`config.mk`:
```
export PLATFORM = sky130hd
export DESIGN_NAME = sr_retire_monitor
export DESIGN_NICKNAME = d
export VERILOG_FILES = /design/src/rtl/sr_mon_pkg.sv /design/src/rtl/sr_mon_history.sv /design/src/rtl/sr_retire_monitor.sv
export SDC_FILE = /design/constraint.sdc
export NUM_CORES = 1
export LEC_CHECK = 0
export BUFFER_PORTS_ARGS = -buffer_cell sky130_fd_sc_hd__buf_2
export CORE_MARGIN = 2
export CORE_UTILIZATION = 52
export DETAILED_ROUTE_END_ITERATION = 10
export PLACE_DENSITY = 0.71
export SYNTH_ARGS = -nofsm -noshare
export SYNTH_HDL_FRONTEND = slang
export SYNTH_SLANG_ARGS = --single-unit
```
`constraint.sdc`:
```
create_clock -name clk -period 9.4 [get_ports clk]
set_input_delay 0 -clock clk [delete_from_list [all_inputs] [get_ports clk]]
set_output_delay 0 -clock clk [all_outputs]
set_load 0.005 [all_outputs]
```
`src/rtl/sr_mon_pkg.sv`:
```
// Shared definitions for the schoolRISCV retirement monitor: state encoding
// and the default halt instruction (beq x0,x0,0 -- the classic "spin here").
package sr_mon_pkg;

    typedef enum logic [1:0] {
        MON_IDLE    = 2'b00,
        MON_RUN     = 2'b01,
        MON_HALTED  = 2'b10,
        MON_TIMEOUT = 2'b11
    } monState_e;

    localparam logic [31:0] HALT_INSTR_DEF = 32'h0000_0063;

    // Terminal states freeze the monitor until the next rst/clr.
    function automatic logic isTerminal(monState_e s);
        return (s == MON_HALTED) || (s == MON_TIMEOUT);
    endfunction

endpackage

```
`src/rtl/sr_mon_history.sv`:
```
// Circular history of the last DEPTH retired (pc, instr) pairs.
// Index 0 on the read side is always the newest entry; reads are combinational
// and see the contents as of the start of the cycle (a write lands next cycle).
module sr_mon_history
    import sr_mon_pkg::*;
#(
    parameter int PC_W  = 32,
    parameter int DEPTH = 8,
    localparam int IDX_W = $clog2(DEPTH)
) (
    input  logic             clk,
    input  logic             rst,
    input  logic             we,
    input  logic [PC_W-1:0]  wrPc,
    input  logic [31:0]      wrInstr,
    input  logic [IDX_W-1:0] rd_idx,
    output logic [PC_W-1:0]  rd_pc,
    output logic [31:0]      rd_instr,
    output logic [IDX_W:0]   hist_cnt
);

    localparam logic [IDX_W:0]   FULL_CNT = (IDX_W + 1)'(DEPTH);
    localparam logic [IDX_W-1:0] ONE_IDX  = IDX_W'(1);

    logic [PC_W-1:0]  pcMem    [DEPTH];
    logic [31:0]      instrMem [DEPTH];
    logic [IDX_W-1:0] wPtr;
    logic [IDX_W:0]   validCnt;
    logic [IDX_W-1:0] rdSlot;
    logic             rdValid;

    // Entry storage; contents are don't-care after reset, so no reset here.
    always_ff @(posedge clk) begin
        if (we) begin
            pcMem[wPtr]    <= wrPc;
            instrMem[wPtr] <= wrInstr;
        end
    end

    // Write pointer wraps naturally (DEPTH is a power of two); count saturates.
    always_ff @(posedge clk) begin
        if (rst) begin
            wPtr     <= '0;
            validCnt <= '0;
        end else if (we) begin
            wPtr <= wPtr + ONE_IDX;
            if (validCnt != FULL_CNT) begin
                validCnt <= validCnt + (IDX_W + 1)'(1);
            end
        end
    end

    // Newest-relative lookup; unwritten slots read as zero.
    always_comb begin
        rdSlot   = wPtr - ONE_IDX - rd_idx;
        rdValid  = ({1'b0, rd_idx} < validCnt);
        rd_pc    = '0;
        rd_instr = '0;
        if (rdValid) begin
            rd_pc    = pcMem[rdSlot];
            rd_instr = instrMem[rdSlot];
        end
    end

    assign hist_cnt = validCnt;

endmodule

```
`src/rtl/sr_retire_monitor.sv`:
```
// Retirement monitor for schoolRISCV with instruction cache. Watches the
// fetch-ready strobe beside sr_cpu, counts retires/cycles/stalls, detects the
// halt instruction or a no-progress timeout, and keeps a readable history.
//
// state       | meaning
// ------------+------------------------------------------------------------
// MON_IDLE    | one dead cycle after rst/clr, nothing counted
// MON_RUN     | counting; history written on every retire
// MON_HALTED  | halt instruction retired; everything frozen
// MON_TIMEOUT | TIMEOUT consecutive stall cycles seen; everything frozen
module sr_retire_monitor
    import sr_mon_pkg::*;
#(
    parameter int          PC_W       = 32,
    parameter int          CNT_W      = 32,
    parameter int          DEPTH      = 8,
    parameter int          TIMEOUT    = 1024,
    parameter logic [31:0] HALT_INSTR = HALT_INSTR_DEF,
    localparam int         IDX_W      = $clog2(DEPTH)
) (
    input  logic             clk,
    input  logic             rst,
    input  logic             clr,
    input  logic             im_drdy,
    input  logic [PC_W-1:0]  pc,
    input  logic [31:0]      instr,
    input  logic [IDX_W-1:0] rd_idx,
    output logic [PC_W-1:0]  rd_pc,
    output logic [31:0]      rd_instr,
    output logic [IDX_W:0]   hist_cnt,
    output logic [CNT_W-1:0] retire_cnt,
    output logic [CNT_W-1:0] cycle_cnt,
    output logic [CNT_W-1:0] stall_cnt,
    output logic [CNT_W-1:0] max_stall,
    output logic [1:0]       state,
    output logic             done
);

    // The no-progress timer is a down-counter reloaded on every retire; it
    // fires on the stall cycle that finds it already at zero, which is the
    // TIMEOUT-th consecutive stall.
    localparam int             TO_W    = (TIMEOUT > 1) ? $clog2(TIMEOUT) : 1;
    localparam logic [TO_W-1:0] TO_LOAD = TO_W'(TIMEOUT - 1);
    localparam logic [CNT_W-1:0] CNT_ONE = CNT_W'(1);

    monState_e        st;
    logic             doneR;
    logic [CNT_W-1:0] retireCnt;
    logic [CNT_W-1:0] cycleCnt;
    logic [CNT_W-1:0] stallCnt;
    logic [CNT_W-1:0] maxStall;
    logic [CNT_W-1:0] curStall;
    logic [CNT_W-1:0] curStallNext;
    logic [TO_W-1:0]  toCnt;
    logic             clear;
    logic             retire;
    logic             isHalt;

    assign clear        = rst | clr;
    assign retire       = (st == MON_RUN) && im_drdy && !clear;
    assign isHalt       = (instr == HALT_INSTR);
    assign curStallNext = curStall + CNT_ONE;

    // Sequencer plus all counters: one registered process so every output
    // changes on the same edge as the state it describes.
    always_ff @(posedge clk) begin
        if (clear) begin
            st        <= MON_IDLE;
            doneR     <= 1'b0;
            retireCnt <= '0;
            cycleCnt  <= '0;
            stallCnt  <= '0;
            maxStall  <= '0;
            curStall  <= '0;
            toCnt     <= TO_LOAD;
        end else begin
            case (st)
                MON_IDLE: begin
                    st <= MON_RUN;
                end
                MON_RUN: begin
                    cycleCnt <= cycleCnt + CNT_ONE;
                    if (im_drdy) begin
                        // A retire always beats a pending timeout.
                        retireCnt <= retireCnt + CNT_ONE;
                        curStall  <= '0;
                        toCnt     <= TO_LOAD;
                        if (isHalt) begin
                            st    <= MON_HALTED;
                            doneR <= 1'b1;
                        end
                    end else begin
                        stallCnt <= stallCnt + CNT_ONE;
                        curStall <= curStallNext;
                        if (curStallNext > maxStall) begin
                            maxStall <= curStallNext;
                        end
                        if (toCnt == '0) begin
                            st    <= MON_TIMEOUT;
                            doneR <= 1'b1;
                        end else begin
                            toCnt <= toCnt - TO_W'(1);
                        end
                    end
                end
                MON_HALTED, MON_TIMEOUT: begin
                    st    <= st;
                    doneR <= isTerminal(st);
                end
                default: begin
                    st <= MON_IDLE;
                end
            endcase
        end
    end

    sr_mon_history #(
        .PC_W  (PC_W),
        .DEPTH (DEPTH)
    ) u_history (
        .clk      (clk),
        .rst      (clear),
        .we       (retire),
        .wrPc     (pc),
        .wrInstr  (instr),
        .rd_idx   (rd_idx),
        .rd_pc    (rd_pc),
        .rd_instr (rd_instr),
        .hist_cnt (hist_cnt)
    );

    assign retire_cnt = retireCnt;
    assign cycle_cnt  = cycleCnt;
    assign stall_cnt  = stallCnt;
    assign max_stall  = maxStall;
    assign state      = st;
    assign done       = doneR;

endmodule

```
-- Word level (Yosys, flattened, before mapping)
Memories as Yosys holds them, arrays and structs flattened.
Cells that the tools add are included.
- register bits: 180
- memory bits (writable): 512
- bits of input ports: 71
- word-level logic and storage cells: 64
- memories kept: 2
- memories (name ; depth ; bits a word ; read ports ; clocked after Yosys merged registers in ; wr ports ; RTL line ; RTL):
    u_history.instrMem ; 8 ; 32 ; 1 ; 0 ; 1 ; sr_mon_history.sv:26 ; logic [31:0] instrMem [DEPTH];
    u_history.pcMem ; 8 ; 32 ; 1 ; 0 ; 1 ; sr_mon_history.sv:25 ; logic [PC_W-1:0] pcMem [DEPTH];
- add/sub/neg operators: 9
- order comparisons: 2
- equal/unequal tests: 8
- multiplexer cells: 15
- bitwise logic cells: 3
- reduce and logical (&&, ||, !) cells: 15
- operators with widths (kind ; count):
    adder 32 x 1 -> 32 bit, second input constant ; 4
    two-way mux 32 bit ; 3
    equality test 32 x 7 -> 1 bit, second input constant ; 1
    > comparator 32 bit ; 1
    two-way mux 10 bit ; 2
    logical NOT 10 bit ; 1
    subtractor 10 x 1 -> 10 bit, second input constant ; 1
    AND reduction 3 bit ; 3
    AND reduction 2 bit ; 4
    two-way mux 2 bit ; 3
    two-way mux 1 bit ; 5
    adder 4 x 1 -> 4 bit, second input constant ; 1
    equality test 2 bit, second input constant ; 2
    < comparator 3 x 4 -> 1 bit ; 1
    inequality test 4 bit, second input constant ; 1
    case mux 2 bit (2 select lines) ; 1
    adder 3 x 1 -> 3 bit, second input constant ; 1
    inequality test 3 x 2 -> 1 bit, second input constant ; 1
    inequality test 3 bit, second input constant ; 1
    subtractor 3 x 1 -> 3 bit, second input constant ; 1
    subtractor 3 bit ; 1
    equality test 2 x 1 -> 1 bit, second input constant ; 1
    logical AND 1 bit ; 2
    logical NOT 2 bit ; 1
    other kinds (8) ; 9

-- Longest topological paths before layout
- depth after elaboration: 5
- mapped depth: 13
- depth with buffers taken out: 12

-- Modules after synthesis
A second synthesis with hierarchy kept.
- cell total of the unflattened synthesis: 1885
- area, all modules: 28640.0 um^2
- by module, submodules not included (module ; times used ; cells an instance ; area each (um^2)):
    sr_mon_history ; 1 ; 875 ; 19991.7
    sr_retire_monitor ; 1 ; 1010 ; 8648.3

-- Worst setup path after synthesis
Ideal clock, no wire load.
- path type: flip-flop to flip-flop
- from: register st[0] (netlist: state[0])
- to: memory u_history.instrMem[0][0], enable pin
- library setup time: 0.565 ns
- arrival time: 5.599 ns
- setup slack: 3.237 ns
- stages on the path, launching flop included: 6
- buffers on the path: 1
- path through: dfxtp_1 > nor2b_1 > clkbuf_1 > nand2_1 > or3_1 > nor3_1
- longest elaborated chain between the ends: 5
- ends and longest elaborated chain (item ; RTL line ; RTL):
    from (decl) ; sr_retire_monitor.sv:46 ; monState_e st;
    from (signal assigned) ; sr_retire_monitor.sv:107 ; st <= st;
    equality test 2 x 1 -> 1 bit ; sr_retire_monitor.sv:60 ; assign retire = (st == MON_RUN) && im_drdy && !clear;
    logical AND 1 bit (2 in a row) ; sr_retire_monitor.sv:60 ;
    two-way mux 1 bit ; sr_mon_history.sv:34 ; if (we) begin
    two-way mux 1 bit (implied by the code) ; sr_mon_history.sv:36 ; instrMem[wPtr] <= wrInstr;
    to (decl) ; sr_mon_history.sv:26 ;
No other way between the ends.

-- Worst setup path in the final report
- from: register curStall[0]
- to: register maxStall[10] (netlist: max_stall[10])
- longest elaborated chain between the ends: 3
- ends and longest elaborated chain (item ; RTL line ; RTL):
    from (decl) ; sr_retire_monitor.sv:52 ; logic [CNT_W-1:0] curStall;
    from (signal assigned) ; sr_retire_monitor.sv:94 ; curStall <= curStallNext;
    adder 32 x 1 -> 32 bit ; sr_retire_monitor.sv:62 ; assign curStallNext = curStall + CNT_ONE;
    net curStallNext[28] ; sr_retire_monitor.sv:53 ; logic [CNT_W-1:0] curStallNext;
    > comparator 32 bit ; sr_retire_monitor.sv:95 ; if (curStallNext > maxStall) begin
    AND reduction 3 bit (no source line) ; -- ;
    to (signal assigned) ; sr_retire_monitor.sv:96 ; maxStall <= curStallNext;
    to (decl) ; sr_retire_monitor.sv:51 ; logic [CNT_W-1:0] maxStall;
The timed path passes the listed nets, and every way through them passes these cells.
A chain may end at the register's enable or synchronous reset.

==> out/results.txt <==
Post-DRT Antenna Nets - 0
syn_nets - 2047
final wirelength - 66330 µm
# IOs - 270
crit path max fanout - 30
Largest delay share family, worst path - simple AND/OR/NAND/NOR gates
row count - 85
max-slew violation count - 0
WL/cell - 21.86 µm
Initial Util - 52.68%
slack of the worst reg-to-reg path - 4620 ps
first-pass iteration count of the detailed router - 5
largest net degree at the start of global routing - 87
Fin. Hold Viols - 0
Final setup viols - 0
asr flop ratio synth - 0%
# port buffers - 269
VDD IR-drop max - 0.1290 mV
Clock Sinks - 692
Clk pin slew, worst setup/hold paths - 60 ps
Synth top area share - 54.24%
synth top area cells - edfxtp_1 (54%), dfxtp_1 (13%), mux4_2 (10%)
CTS HTree Levels - 3
CTS tree - built
Post-synth top cells - edfxtp_1 (512), nand2_1 (194), dfxtp_1 (180), nor2_1 (157), a21oi_1 (134)
DIE HEIGHT - 237.5 µm
CP max stage cell - nor2_4
CP bufs+invs - 0
critical path depth in cells - 12
share of power burned in registers - 51.9%
sequential share of the synthesized area - 66.95%
cell area after layout - 0.03341 mm²
CTS Buffer Depth - 3
fmax - 209.0 MHz
Synth Warn # - 0
Psw - 1.378 mW
via density per instance - 5.846
hpwl dp - 38560 µm
Total GRT Usage - 23.58%
count leader, synth - edfxtp_1
Worst Setup Path Type - flip-flop to flip-flop
DP Area - 0.03050 mm²
leakage - 11.74 nW
Resize count post-CTS - 0
Cell variety after synth - 58
combinational power share - 5.7%
max-cap violations - 0
area of the die - 0.05640 mm²
Root Driver - clkbuf_16
initial antenna violation count - 7
worst min path class - input port to flip-flop
via count - 17740
Cell Chain, Critical Path - ha_1, nand3_1, nor4_1, nand4_1, xnor2_1, ha_1, nand4_1, or4_4, nor3b_2, a311oi_1, nor2_4, a211oi_2
vias in the first global route - 17890
synthesized area per cell - 14.67 µm²
Setup crit end - max_stall[10]
# nets final - 2393
TritonCTS buffer count - 73
GRT overflow - 0
Worst R2R Path Depth - 12
area grow syn2layout - 17.85%
Tightest Pin Transition - 1128 ps
Overall Power - 6.338 mW
clk_lat worst skew - 610 ps
slowest cell delay on critical path - 910 ps
DR iter-0 viols - 1207
Gate Count Post-Synth - 1932
endpoint class of the critical path - flip-flop
worst slack, placed - 4657 ps
Yosys top cell by area - edfxtp_1
Post-Syn Area - 0.02835 mm²
Worst R2R End - max_stall[10]
PD cells - 189.7 mW/mm²
status - finished clean
Yosys reg bits - 692
Worst Path Arrival - 5220 ps
Placer Congestion - 0.8348
R2R Path Start - curStall[0]
top_reg_cell synth - edfxtp_1
CP required - 9840 ps
Remaining DRCs - 0
core box area - 0.05381 mm²
Worst setup SP type - flip-flop
die width - 237.5 µm
fill count - 4003
fin crit period - 4785 ps
Sw Ratio - 21.73%
first-pass GRT wire length - 102300 µm
RSZ-0062 raised after global routing - false
Clk pwr share - 42.4%
Worst Setup Slack, final - 4615 ps
layout cell share with drive strength beyond 1 - 25.08%
max_slew headroom - 24.59%
Final Skew - 23.06 ps
number of flops mapped to enable cells by yosys - 512
Int Pwr - 4.961 mW
total negative setup slack - 0 ps
CP Launch Point - curStall[0]
Final period util - 50.90%
flip-flops by register name, summed over array words and instances, names as in the netlist:
register	count
state	2
max_stall	32
cycle_cnt	32
u_history.wPtr	3
u_history.instrMem	256
toCnt	10
u_history.pcMem	256
curStall	32
u_history.hist_cnt	4
done	1
stall_cnt	32
retire_cnt	32
timing repair:
action | in CTS | in global routing
hold buffers | 67 | 0
hold endpoints to repair | 516 | 0
setup buffers | 0 | 0
endpoints found under the setup margin | 0 | 0
placed cells by master, fill, tap and decap left out, drive strengths merged, types with 3 or more instances in the layout:
master	instances
and2	3
nor4	25
dfxtp	180
a22oi	25
diode	5
and4	10
a21oi	134
buf	295
clkinv	31
or3	18
nand4	52
dlygate4sd3	67
nor2b	3
a211oi	32
clkbuf	91
nor3	13
nand2b	3
nand3	54
and3	15
o21ai	30
a21o	5
nand2	194
xor2	78
xnor2	47
edfxtp	512
nor2	157
or4	4
mux4	128
ha	43
inv	55
worst min-delay path by stage:
stage | startpoint | endpoint | depth (start not counted)
2_1_floorplan | instr[0] | u_history.instrMem[0][0] | 0
3_3_place_gp | pc[31] | u_history.pcMem[4][31] | 1
3_5_place_dp | pc[11] | u_history.pcMem[6][11] | 1
4_1_cts | pc[7] | u_history.pcMem[7][7] | 2
5_1_grt | pc[0] | u_history.pcMem[1][0] | 2
6_report | pc[15] | u_history.pcMem[5][15] | 2
cells by family after synthesis:
kind of cell	count (synthesis)	share of synthesized area, %
and+or+nand+nor	560	9.477
DFF	692	66.95
adders and majority gates	44	1.969
buffers and inverters	142	2.061
AOI/OAI and AO/OA	240	5.478
muxes	129	10.20
xor gates and xnor gates	125	3.862
area by class of cell:
type / count / area, µm² / share of cell area (%)
clock inverters: 39 / 287.8 / 0.8615
repair buffers: 362 / 2212 / 6.622
clock buffers: 91 / 1936 / 5.794
inverters: 51 / 191.4 / 0.5731
flip-flops and latches: 692 / 18980 / 56.81
diodes: 5 / 12.51 / 0.03745
multi-input cells: 1098 / 8917 / 26.69
well taps: 696 / 870.8 / 2.607
layer usage:
| metal | GRT usage (%) | up-vias | wire length (µm) |
|---|---|---|---|
| li1 | - | 8043 | - |
| met1 | 31.73 | 8949 | 27720 |
| met2 | 39.47 | 646 | 32920 |
| met3 | 3.774 | 96 | 4164 |
| met4 | 7.966 | 4 | 1492 |
| met5 | 0 | - | 27 |
per-stage QoR:
step	util, %	std cells	hold WS [ps]
2_1_floorplan	-	1932	98.87
3_3_place_gp	56.68	2832	262.3
3_5_place_dp	56.68	2832	270.0
4_1_cts	62.05	3029	181.8
5_1_grt	62.08	3034	218.5
6_report	62.08	3034	209.2
power groups by stage:
stage          clock, mW  combinational, mW  sequential, mW
4_1_cts             2.74              0.365            3.29
3_5_place_dp           0              0.340            3.35
3_3_place_gp           0              0.332            3.35
5_1_grt             2.86              0.393            3.29
6_report            2.69              0.361            3.29
2_1_floorplan          0              0.211            3.35
No activity file was read; power rests on OpenSTA's default activity.
